$ cat config.mk
export PLATFORM = sky130hd
export DESIGN_NAME = sram6t_rram_prog_ctrl
export DESIGN_NICKNAME = d
export VERILOG_FILES = /design/src/rtl/sram6t_rram_prog_pkg.sv /design/src/rtl/sram6t_rram_prog_timer.sv /design/src/rtl/sram6t_rram_prog_ctrl.sv
export SDC_FILE = /design/constraint.sdc
export NUM_CORES = 1
export LEC_CHECK = 0
export ABC_AREA = 1
export ABC_CLOCK_PERIOD_IN_PS = 3000
export CORE_ASPECT_RATIO = 0.7
export CORE_UTILIZATION = 55
export CTS_CLUSTER_DIAMETER = 50
export CTS_CLUSTER_SIZE = 30
export DETAILED_ROUTE_END_ITERATION = 8
export GPL_TIMING_DRIVEN = 1
export PLACE_DENSITY = 0.82
export SETUP_SLACK_MARGIN = 0.05
export SKIP_CTS_REPAIR_TIMING = 1
export SLEW_MARGIN = 10
export SYNTH_ARGS = -nofsm -noshare
export SYNTH_HDL_FRONTEND = slang
export SYNTH_SLANG_ARGS = --single-unit
export TNS_END_PERCENT = 50
$ cat constraint.sdc
create_clock -name prog_clock -period 3 [get_ports prog_clock]
set_input_delay 0.3 -clock prog_clock [delete_from_list [all_inputs] [get_ports prog_clock]]
set_output_delay 0.3 -clock prog_clock [all_outputs]
set_load 0.05 [all_outputs]
$ cat src/rtl/sram6t_rram_prog_pkg.sv
// sram6t_rram_prog_pkg: shared state encoding and bl/wl phase patterns for the RRAM programming sequencer
package sram6t_rram_prog_pkg;

    typedef enum logic [2:0] {
        ST_IDLE = 3'd0,
        ST_PH1  = 3'd1,
        ST_GAP1 = 3'd2,
        ST_PH2  = 3'd3,
        ST_GAP2 = 3'd4,
        ST_DONE = 3'd5
    } prog_state_e;

    // Patterns are written leftmost-first: bit [0] is the leftmost line.
    localparam logic [0:2] BL_PH1_ZERO = 3'b100;
    localparam logic [0:2] BL_PH1_ONE  = 3'b010;
    localparam logic [0:2] BL_PH2      = 3'b001;
    localparam logic [0:2] WL_PH1      = 3'b001;
    localparam logic [0:2] WL_PH2_ZERO = 3'b100;
    localparam logic [0:2] WL_PH2_ONE  = 3'b010;

    function automatic logic [0:2] cell_wl(input logic b, input logic ph2);
        return ph2 ? (b ? WL_PH2_ONE : WL_PH2_ZERO) : WL_PH1;
    endfunction

    function automatic logic [0:2] cell_bl(input logic b, input logic ph2);
        return ph2 ? BL_PH2 : (b ? BL_PH1_ONE : BL_PH1_ZERO);
    endfunction

endpackage

$ cat src/rtl/sram6t_rram_prog_timer.sv
// sram6t_rram_prog_timer: loadable down-counter timing the pulse and gap phases
//   prog_clock   : clock, rising edge
//   prog_reset_n : asynchronous active-low reset
//   i_load       : load i_load_val this cycle (takes priority over counting)
//   i_load_val   : cycles-minus-one of the phase being entered
//   o_zero       : count has reached zero, i.e. current phase is in its last cycle
module sram6t_rram_prog_timer
    import sram6t_rram_prog_pkg::*;
#(
    parameter int W = 2
) (
    input  logic         prog_clock,
    input  logic         prog_reset_n,
    input  logic         i_load,
    input  logic [W-1:0] i_load_val,
    output logic         o_zero
);

    logic [W-1:0] r_count;

    always_ff @(posedge prog_clock or negedge prog_reset_n) begin
        if (!prog_reset_n)
            r_count <= '0;
        else if (i_load)
            r_count <= i_load_val;
        else if (r_count != '0)
            r_count <= r_count - W'(1);
    end

    assign o_zero = (r_count == '0);

endmodule

$ cat src/rtl/sram6t_rram_prog_ctrl.sv
// sram6t_rram_prog_ctrl: sequences two-phase bl/wl programming pulses over a row of sram6T_rram cells
//   prog_clock   : configuration clock, rising edge
//   prog_reset_n : asynchronous active-low reset
//   in_valid/in_ready/in_data : word handshake; in_data[i] programs cell i
//   abort        : drop the word in progress, back to IDLE without done
//   bl           : shared bit lines, [0:2] leftmost-first
//   wl           : word lines, cell i owns wl[3i +: 3]
//   busy         : word in progress
//   done         : one-cycle completion pulse
module sram6t_rram_prog_ctrl
    import sram6t_rram_prog_pkg::*;
#(
    parameter int NUM_CELLS    = 4,
    parameter int PULSE_CYCLES = 2,
    parameter int GAP_CYCLES   = 1
) (
    input  logic                     prog_clock,
    input  logic                     prog_reset_n,
    input  logic                     in_valid,
    output logic                     in_ready,
    input  logic [NUM_CELLS-1:0]     in_data,
    input  logic                     abort,
    output logic [0:2]               bl,
    output logic [0:3*NUM_CELLS-1]   wl,
    output logic                     busy,
    output logic                     done
);

    localparam int TW = $clog2((PULSE_CYCLES > GAP_CYCLES ? PULSE_CYCLES : GAP_CYCLES) + 1);
    localparam int CW = (NUM_CELLS > 1) ? $clog2(NUM_CELLS) : 1;
    localparam logic [TW-1:0] P_LOAD    = TW'(PULSE_CYCLES - 1);
    localparam logic [TW-1:0] G_LOAD    = TW'(GAP_CYCLES - 1);
    localparam logic [CW-1:0] LAST_CELL = CW'(NUM_CELLS - 1);

    prog_state_e                r_state;
    prog_state_e                w_next_state;
    logic [CW-1:0]              r_cell;
    logic [CW-1:0]              w_next_cell;
    logic [NUM_CELLS-1:0]       r_data;
    logic [NUM_CELLS-1:0]       w_src;
    logic                       r_armed;
    logic                       r_busy;
    logic                       r_done;
    logic [0:2]                 r_bl;
    logic [0:2]                 w_next_bl;
    logic [0:3*NUM_CELLS-1]     r_wl;
    logic [0:3*NUM_CELLS-1]     w_next_wl;
    logic [0:3*NUM_CELLS-1]     w_cell_mask;
    logic                       w_accept;
    logic                       w_busy_st;
    logic                       w_zero;
    logic                       w_load;
    logic                       w_next_ph;
    logic                       w_next_ph2;
    logic                       w_next_busy;
    logic                       w_next_bit;

    // r_armed keeps in_ready low until the first edge after reset release.
    assign in_ready    = r_armed && (r_state == ST_IDLE);
    assign w_accept    = in_valid && in_ready;
    assign w_busy_st   = (r_state == ST_PH1) || (r_state == ST_GAP1) ||
                         (r_state == ST_PH2) || (r_state == ST_GAP2);
    assign w_next_ph   = (w_next_state == ST_PH1) || (w_next_state == ST_PH2);
    assign w_next_ph2  = (w_next_state == ST_PH2);
    assign w_next_busy = w_next_ph || (w_next_state == ST_GAP1) || (w_next_state == ST_GAP2);
    // Every state change starts a new timed phase; DONE/IDLE ignore the timer.
    assign w_load      = (w_next_state != r_state);

    // abort outranks timer expiry in every busy state.
    always_comb begin
        w_next_state = r_state;
        w_next_cell  = r_cell;
        if (w_busy_st && abort)
            w_next_state = ST_IDLE;
        else
            case (r_state)
                ST_IDLE: if (w_accept) begin
                    w_next_state = ST_PH1;
                    w_next_cell  = '0;
                end
                ST_PH1:  if (w_zero) w_next_state = ST_GAP1;
                ST_GAP1: if (w_zero) w_next_state = ST_PH2;
                ST_PH2:  if (w_zero) w_next_state = ST_GAP2;
                ST_GAP2: if (w_zero) begin
                    if (r_cell != LAST_CELL) begin
                        w_next_state = ST_PH1;
                        w_next_cell  = r_cell + CW'(1);
                    end else
                        w_next_state = ST_DONE;
                end
                default: w_next_state = ST_IDLE;
            endcase
    end

    // The accept edge already drives the first PH1, so the bit comes straight from in_data then.
    always_comb begin
        w_src       = w_accept ? in_data : r_data;
        w_next_bit  = 1'b0;
        w_next_wl   = '0;
        w_cell_mask = '0;
        for (int i = 0; i < NUM_CELLS; i++)
            if (CW'(i) == w_next_cell)
                w_next_bit = w_src[i];
        w_next_bl = w_next_ph ? cell_bl(w_next_bit, w_next_ph2) : 3'b000;
        for (int i = 0; i < NUM_CELLS; i++) begin
            if (w_next_ph && CW'(i) == w_next_cell)
                w_next_wl[3*i +: 3] = cell_wl(w_next_bit, w_next_ph2);
            if (CW'(i) == r_cell)
                w_cell_mask[3*i +: 3] = 3'b111;
        end
    end

    sram6t_rram_prog_timer #(
        .W (TW)
    ) u_timer (
        .prog_clock   (prog_clock),
        .prog_reset_n (prog_reset_n),
        .i_load       (w_load),
        .i_load_val   (w_next_ph ? P_LOAD : G_LOAD),
        .o_zero       (w_zero)
    );

    always_ff @(posedge prog_clock or negedge prog_reset_n) begin
        if (!prog_reset_n) begin
            r_state <= ST_IDLE;
            r_cell  <= '0;
            r_data  <= '0;
            r_armed <= 1'b0;
            r_busy  <= 1'b0;
            r_done  <= 1'b0;
            r_bl    <= '0;
            r_wl    <= '0;
        end else begin
            r_state <= w_next_state;
            r_cell  <= w_next_cell;
            if (w_accept)
                r_data <= in_data;
            r_armed <= 1'b1;
            r_busy  <= w_next_busy;
            r_done  <= (w_next_state == ST_DONE);
            r_bl    <= w_next_bl;
            r_wl    <= w_next_wl;
        end
    end

    assign bl   = r_bl;
    assign wl   = r_wl;
    assign busy = r_busy;
    assign done = r_done;

    a_onehot: assert property (@(posedge prog_clock) disable iff (!prog_reset_n)
        $onehot0(r_bl) && $onehot0(r_wl));
    a_cell: assert property (@(posedge prog_clock) disable iff (!prog_reset_n)
        (r_wl & ~w_cell_mask) == '0);
    a_pair: assert property (@(posedge prog_clock) disable iff (!prog_reset_n)
        (r_bl == '0) == (r_wl == '0));
    // Two consecutive active cycles must be the same phase, so distinct phases are separated by zeros.
    a_gap: assert property (@(posedge prog_clock) disable iff (!prog_reset_n)
        (r_bl != '0 && $past(r_bl) != '0) |-> (r_bl == $past(r_bl) && r_wl == $past(r_wl)));

endmodule

Word-level counts from Yosys, hierarchy flattened
Index checks and enable logic that the tools add are counted.

Register bits after elaboration: 29. Input bits: 8. Output and inout bits: 18. Word-level logic and storage cells: 72.

Add/sub/neg operators: 2. Equality and inequality tests: 14. Multiplexer cells: 29. Reduce and logical (&&, ||, !) cells: 18.

Operator list (count): two-way mux 3 bit (15); one-hot mux 3 bit (5 select lines) (1); equality test 3 x 2 -> 1 bit, second input constant (4); two-way mux 2 bit (6); equality test 3 bit, second input constant (3); logical AND 1 bit (7); equality test 3 x 1 -> 1 bit, second input constant (2); logical OR 1 bit (6); two-way mux 1 bit (5); equality test 2 bit, first input constant (2); logical NOT 2 bit (2); two-way mux 4 bit (1); one-hot mux 2 bit (2 select lines) (1); nonzero test 2 bit (2); logical NOT 3 bit (1); inequality test 3 bit (1); adder 2 x 1 -> 2 bit, second input constant (1); equality test 1 x 2 -> 1 bit, first input constant (1); inequality test 2 bit, second input constant (1); subtractor 2 x 1 -> 2 bit, second input constant (1).

Logic depth before layout (Yosys ltp)
Depth after elaboration: 14. Gate-level depth with buffers: 14. Depth with buffers taken out: 13.

Hierarchy
A second synthesis with hierarchy kept.

Cells, all modules: 149. Area, all modules: 1296.2 um2.

Modules (own cells, without submodules): sram6t_rram_prog_ctrl (times used 1, cells an instance 132, area an instance 1176.1 um2, seq. area each 675.6 um2); sram6t_rram_prog_timer (times used 1, cells an instance 17, area an instance 120.1 um2, seq. area each 50.0 um2).

Worst setup path before layout
Ideal clock, no wire load.

Kind: flip-flop to flip-flop. Start: reg r_state[0]. End: reg r_wl (netlist bit wl[3]). Library setup time: 119 ps. Arrival: 1595 ps. Data required time: 2881 ps. Slack: 1285 ps. Cell stages (with the launch flop): 11. Buffers on the path: 0. Clock period less this slack: 1715 ps. Path through: dfrtp_1 > nor2_4 > nand2_4 > nor2_4 > nand3_1 > nand2_1 > nand4_2 > nand2_1 > nor2_2 > nand3_2 > nor2_1.

Elaborated cells on any way between the ends: 37. Those cells by class: 9 x eq/ne; 18 x mux; 10 x reduce/logical.

RTL lines: start, declared (RTL line sram6t_rram_prog_ctrl.sv:35) `prog_state_e r_state;`; start signal, assigned (RTL line sram6t_rram_prog_ctrl.sv:134) `r_state <= w_next_state;`; logical NOT 3 bit (RTL line sram6t_rram_prog_ctrl.sv:59) `assign in_ready = r_armed && (r_state == ST_IDLE);`; logical AND 1 bit (RTL line sram6t_rram_prog_ctrl.sv:59); named net in_ready (RTL line sram6t_rram_prog_ctrl.sv:20) `output logic in_ready,`; logical AND 1 bit (RTL line sram6t_rram_prog_ctrl.sv:60) `assign w_accept = in_valid && in_ready;`; two-way mux 4 bit; named net w_src[0] (RTL line sram6t_rram_prog_ctrl.sv:40) `logic [NUM_CELLS-1:0] w_src;`; two-way mux 1 bit (4 in a row) (RTL line sram6t_rram_prog_ctrl.sv:102) `if (CW'(i) == w_next_cell)`; two-way mux 3 bit (2 in a row) (RTL line sram6t_rram_prog_pkg.sv:22) `return ph2 ? (b ? WL_PH2_ONE : WL_PH2_ZERO) : WL_PH1;`; two-way mux 3 bit (RTL line sram6t_rram_prog_ctrl.sv:106) `if (w_next_ph && CW'(i) == w_next_cell)`; named net w_next_wl (one bit) (RTL line sram6t_rram_prog_ctrl.sv:47) `logic [0:3*NUM_CELLS-1] w_next_wl;`; end signal, assigned (RTL line sram6t_rram_prog_ctrl.sv:142) `r_wl <= w_next_wl;`; end, declared (RTL line sram6t_rram_prog_ctrl.sv:46) `logic [0:3*NUM_CELLS-1] r_wl;`.

The timed path passes the listed nets, and every way through them passes these cells. A chain may end at the register's enable or synchronous reset.

Final worst setup path
Start: reg r_state[2]. End: out in_ready.

Longest elaborated chain between the ends: 2.

Ends and longest elaborated chain (RTL line): logical NOT 3 bit (sram6t_rram_prog_ctrl.sv:59); logical AND 1 bit (sram6t_rram_prog_ctrl.sv:59); end, declared (sram6t_rram_prog_ctrl.sv:20).

Every way passes these cells.

==> results.md <==
- GP Congestion: 0.880
- Critical Path Start Type: flip-flop
- Initial antenna violation count: 0
- Cell area after synthesis: about 1400 um2
- Ratio of cells with drive above 1 in the final layout: 18.1%
- Cell at the slowest stage of the critical path: clkdlybuf4s50_1
- Clock Latency Late Sink: about 0.32 ns
- Die W: 62.6 um
- Metal2 WL: 1380 um
- Pwr Density: about 900 nW/um2
- CP required: 2.70 ns
- Slew Limit Fails: 0
- Placed cell areas: roughly 1700 um2
- Syn Nets: about 170
- Synth Area per Inst: 9.07 um2
- # DRC: 0
- Mux contribution to synthesized area: 0%
- Post-Synth Adder-Cell Area: 0.884%
- DRT iter0 DRCs: 30
- Avg WL per Cell: 12.8 um
- Worst-Margin Slew: 0.514 ns
- I/O Pins: 26
- Vias in the first global route: 1020
- Max H-tree Level: 2
- WL final: approximately 2800 um
- Clock sinks: 29
- Seq/Total Area, Yosys: 51.3%
- Setup Crit Path Kind: reg2out
- Reg clk slew, reported paths: 0.09 ns
- Top FF cell, synth: dfrtp_1
- Crit path buffers/inverters: 2
- First-pass GRT wire length: 4710 um
- Max Freq: 420 MHz
- Antenna fix cells: 0
- Crit path max-delay family: buffers and inverters
- FF+latch count, synth: 29
- Number of distinct library cells after synthesis: 26
- Total core area: 2280 um2
- Top Metal Used: met4
- Xor and xnor fraction of the mapped netlist area: 2.48%
- Met1 WL: 1250 um
- Setup TNS Final: 0 ns
- Met3 WL: 164 um
- Hold WC Path Type: in2async
- Worst-case clock skew: 0.0130 ns
- CP Launch Point: r_state[2]$_DFF_PN0_
- CP max stage delay: approximately 0.8 ns
- Post-synth EDFFs: 0
- Data arrival, critical path: roughly 2.1 ns
- Fin. Hold Viols: 0
- Status: completed
- Leak: 0.871 nW
- Post-route cell area: 1770 um2
- Simple-Gate Fraction of Synth Area: 31.9%
- Starting Density: between 60% and 70%
- Area grow syn2layout: 25.1%
- Die area: 2780 um2
- CTS tree: done
- Via count: 1123
- Commonest non-fill, non-tap cell in the layout: nand2_1
- Number of max-cap violations: 0
- Gr ovfl total: 0
- Max clock buf depth: 2
- NumNets Final: 196
- # setup viols final: 0
- Crit end category: primary output
- YS warnings: 0
- Die Ht: 44.4 um
- Max VDD drop: 0.429 mV
- Crit Path Max Fanout: 9
- CP Cell Sequence: inv_2, nand2_4, nor2_4, clkdlybuf4s50_1
- Gate Count Post-Synth: 156
- Drt pass-1 iters: 4
- Placed wire-length estimate: 2200 um
- Compound-Gate Fraction of Synth Area: slightly above 6%
- Main combinational cell family by area after synthesis: simple AND/OR/NAND/NOR gates
- Antenna Nets Post-Route: 0
- Worst slew margin: 65.6%
- Min cycle time layout: 2.38 ns
- Most frequent cells in the layout: nand2_1 (32), dfrtp_1 (29), clkdlybuf4s50_1 (25), inv_1 (19), nor2_1 (19)
- Largest net degree at the start of global routing: 30
- Final critical-path share of the clock period: 79.4%
- Tot GR Track Use: 22.9%
- Vias per cell: ~5.1
- Reg2reg start: u_timer.r_count[1]$_DFFE_PN0P_
- Post-synth ARST share: 100%
- Unrepaired setup endpoints after global routing: no
- TritonCTS Buffers: 5
- Port Buffer Count: 25
- # rows: 14
- CTS root buffer: clkbuf_4
[per-layer routing]
layer | GRT usage, % | vias to the layer above
li1 | - | 553
met1 | 29.8 | 526
met2 | 37.8 | 38
met3 | 7.47 | 6
met4 | 6.05 | 0
met5 | 0 | -
[report_power, final]
group	internal (W)	total, W	leakage [nW]	switching, W
Sequential	0.000477	0.000524	0.384	0.0000471
Clock	0.000136	0.000262	0.0413	0.000126
Combinational	0.000268	0.000849	0.446	0.000580
Total	0.000881	0.00163	0.871	0.000753
[cell families (layout without fill, tap and decap cells)]
| family | Yosys count | count (layout) |
|---|---|---|
| adder cells (fa/ha/maj) | 1 | 1 |
| AND/OR/NAND/NOR | 81 | 81 |
| buffers and inverters | 25 | 57 |
| AO/OA/AOI/OAI | 15 | 15 |
| flip-flops | 29 | 29 |
| XOR/XNOR | 4 | 4 |
| other | 1 | 1 |
[sequential cells by signal, summed over array words and instances (netlist names)]
register	flops
r_state	3
r_armed	1
r_data	4
wl	12
done	1
busy	1
r_cell	2
u_timer.r_count	2
bl	3
[per-stage QoR]
stage               hold slack, ns  worst slack (ns)  cells  total power [W]  util (%)
finish                       0.355             0.619    220          0.00163      77.7
global route                 0.375             0.534    220          0.00175      77.7
CTS                          0.370             0.627    220          0.00164      77.7
detailed placement           0.489             0.932    212          0.00138      74.7
global placement             0.490              1.03    212          0.00134      74.7
floorplan                  0.00441              1.29    156          0.00117         -
[final cells by class]
cell class / count / area [um2]
clock buffers: 7 / 65.1
clock inverters: 1 / 5.00
fillers: 168 / 507
inverters: 23 / 86.3
multi-input cells: 102 / 591
flip-flops and latches: 29 / 726
well taps: 32 / 40.0
repair buffers: 26 / 258
[cell usage after synthesis (4+ instances only)]
cell type	n	area share (%)
nand2_1	32	8.5
nand3_1	7	2.5
nand3_2	5	3.5
o21ai_0	4	1.4
inv_1	19	5.0
nor2_4	4	3.2
a21oi_1	6	2.1
nor2_1	19	5.0
dfrtp_1	29	51
nand4_1	4	1.8
xor2_1	4	2.5
inv_2	4	1.1
nand2_2	4	1.8
[worst paths after layout]
kind | to | slack [ns] | cells after the start
setup / recovery | in_ready | 0.62 | 4
hold / removal | r_state[1]$_DFF_PN0_ | 0.35 | 2
setup reg to reg | wl[9]$_DFF_PN0_ | 0.99 | 12
hold reg to reg | r_data[0]$_DFF_PN0_ | 0.51 | 2
max in group asynchronous | r_data[1]$_DFF_PN0_ | 2.37 | 2
min in group prog_clock | r_data[0]$_DFF_PN0_ | 0.51 | 2
Power figures use the tool's default switching activity.
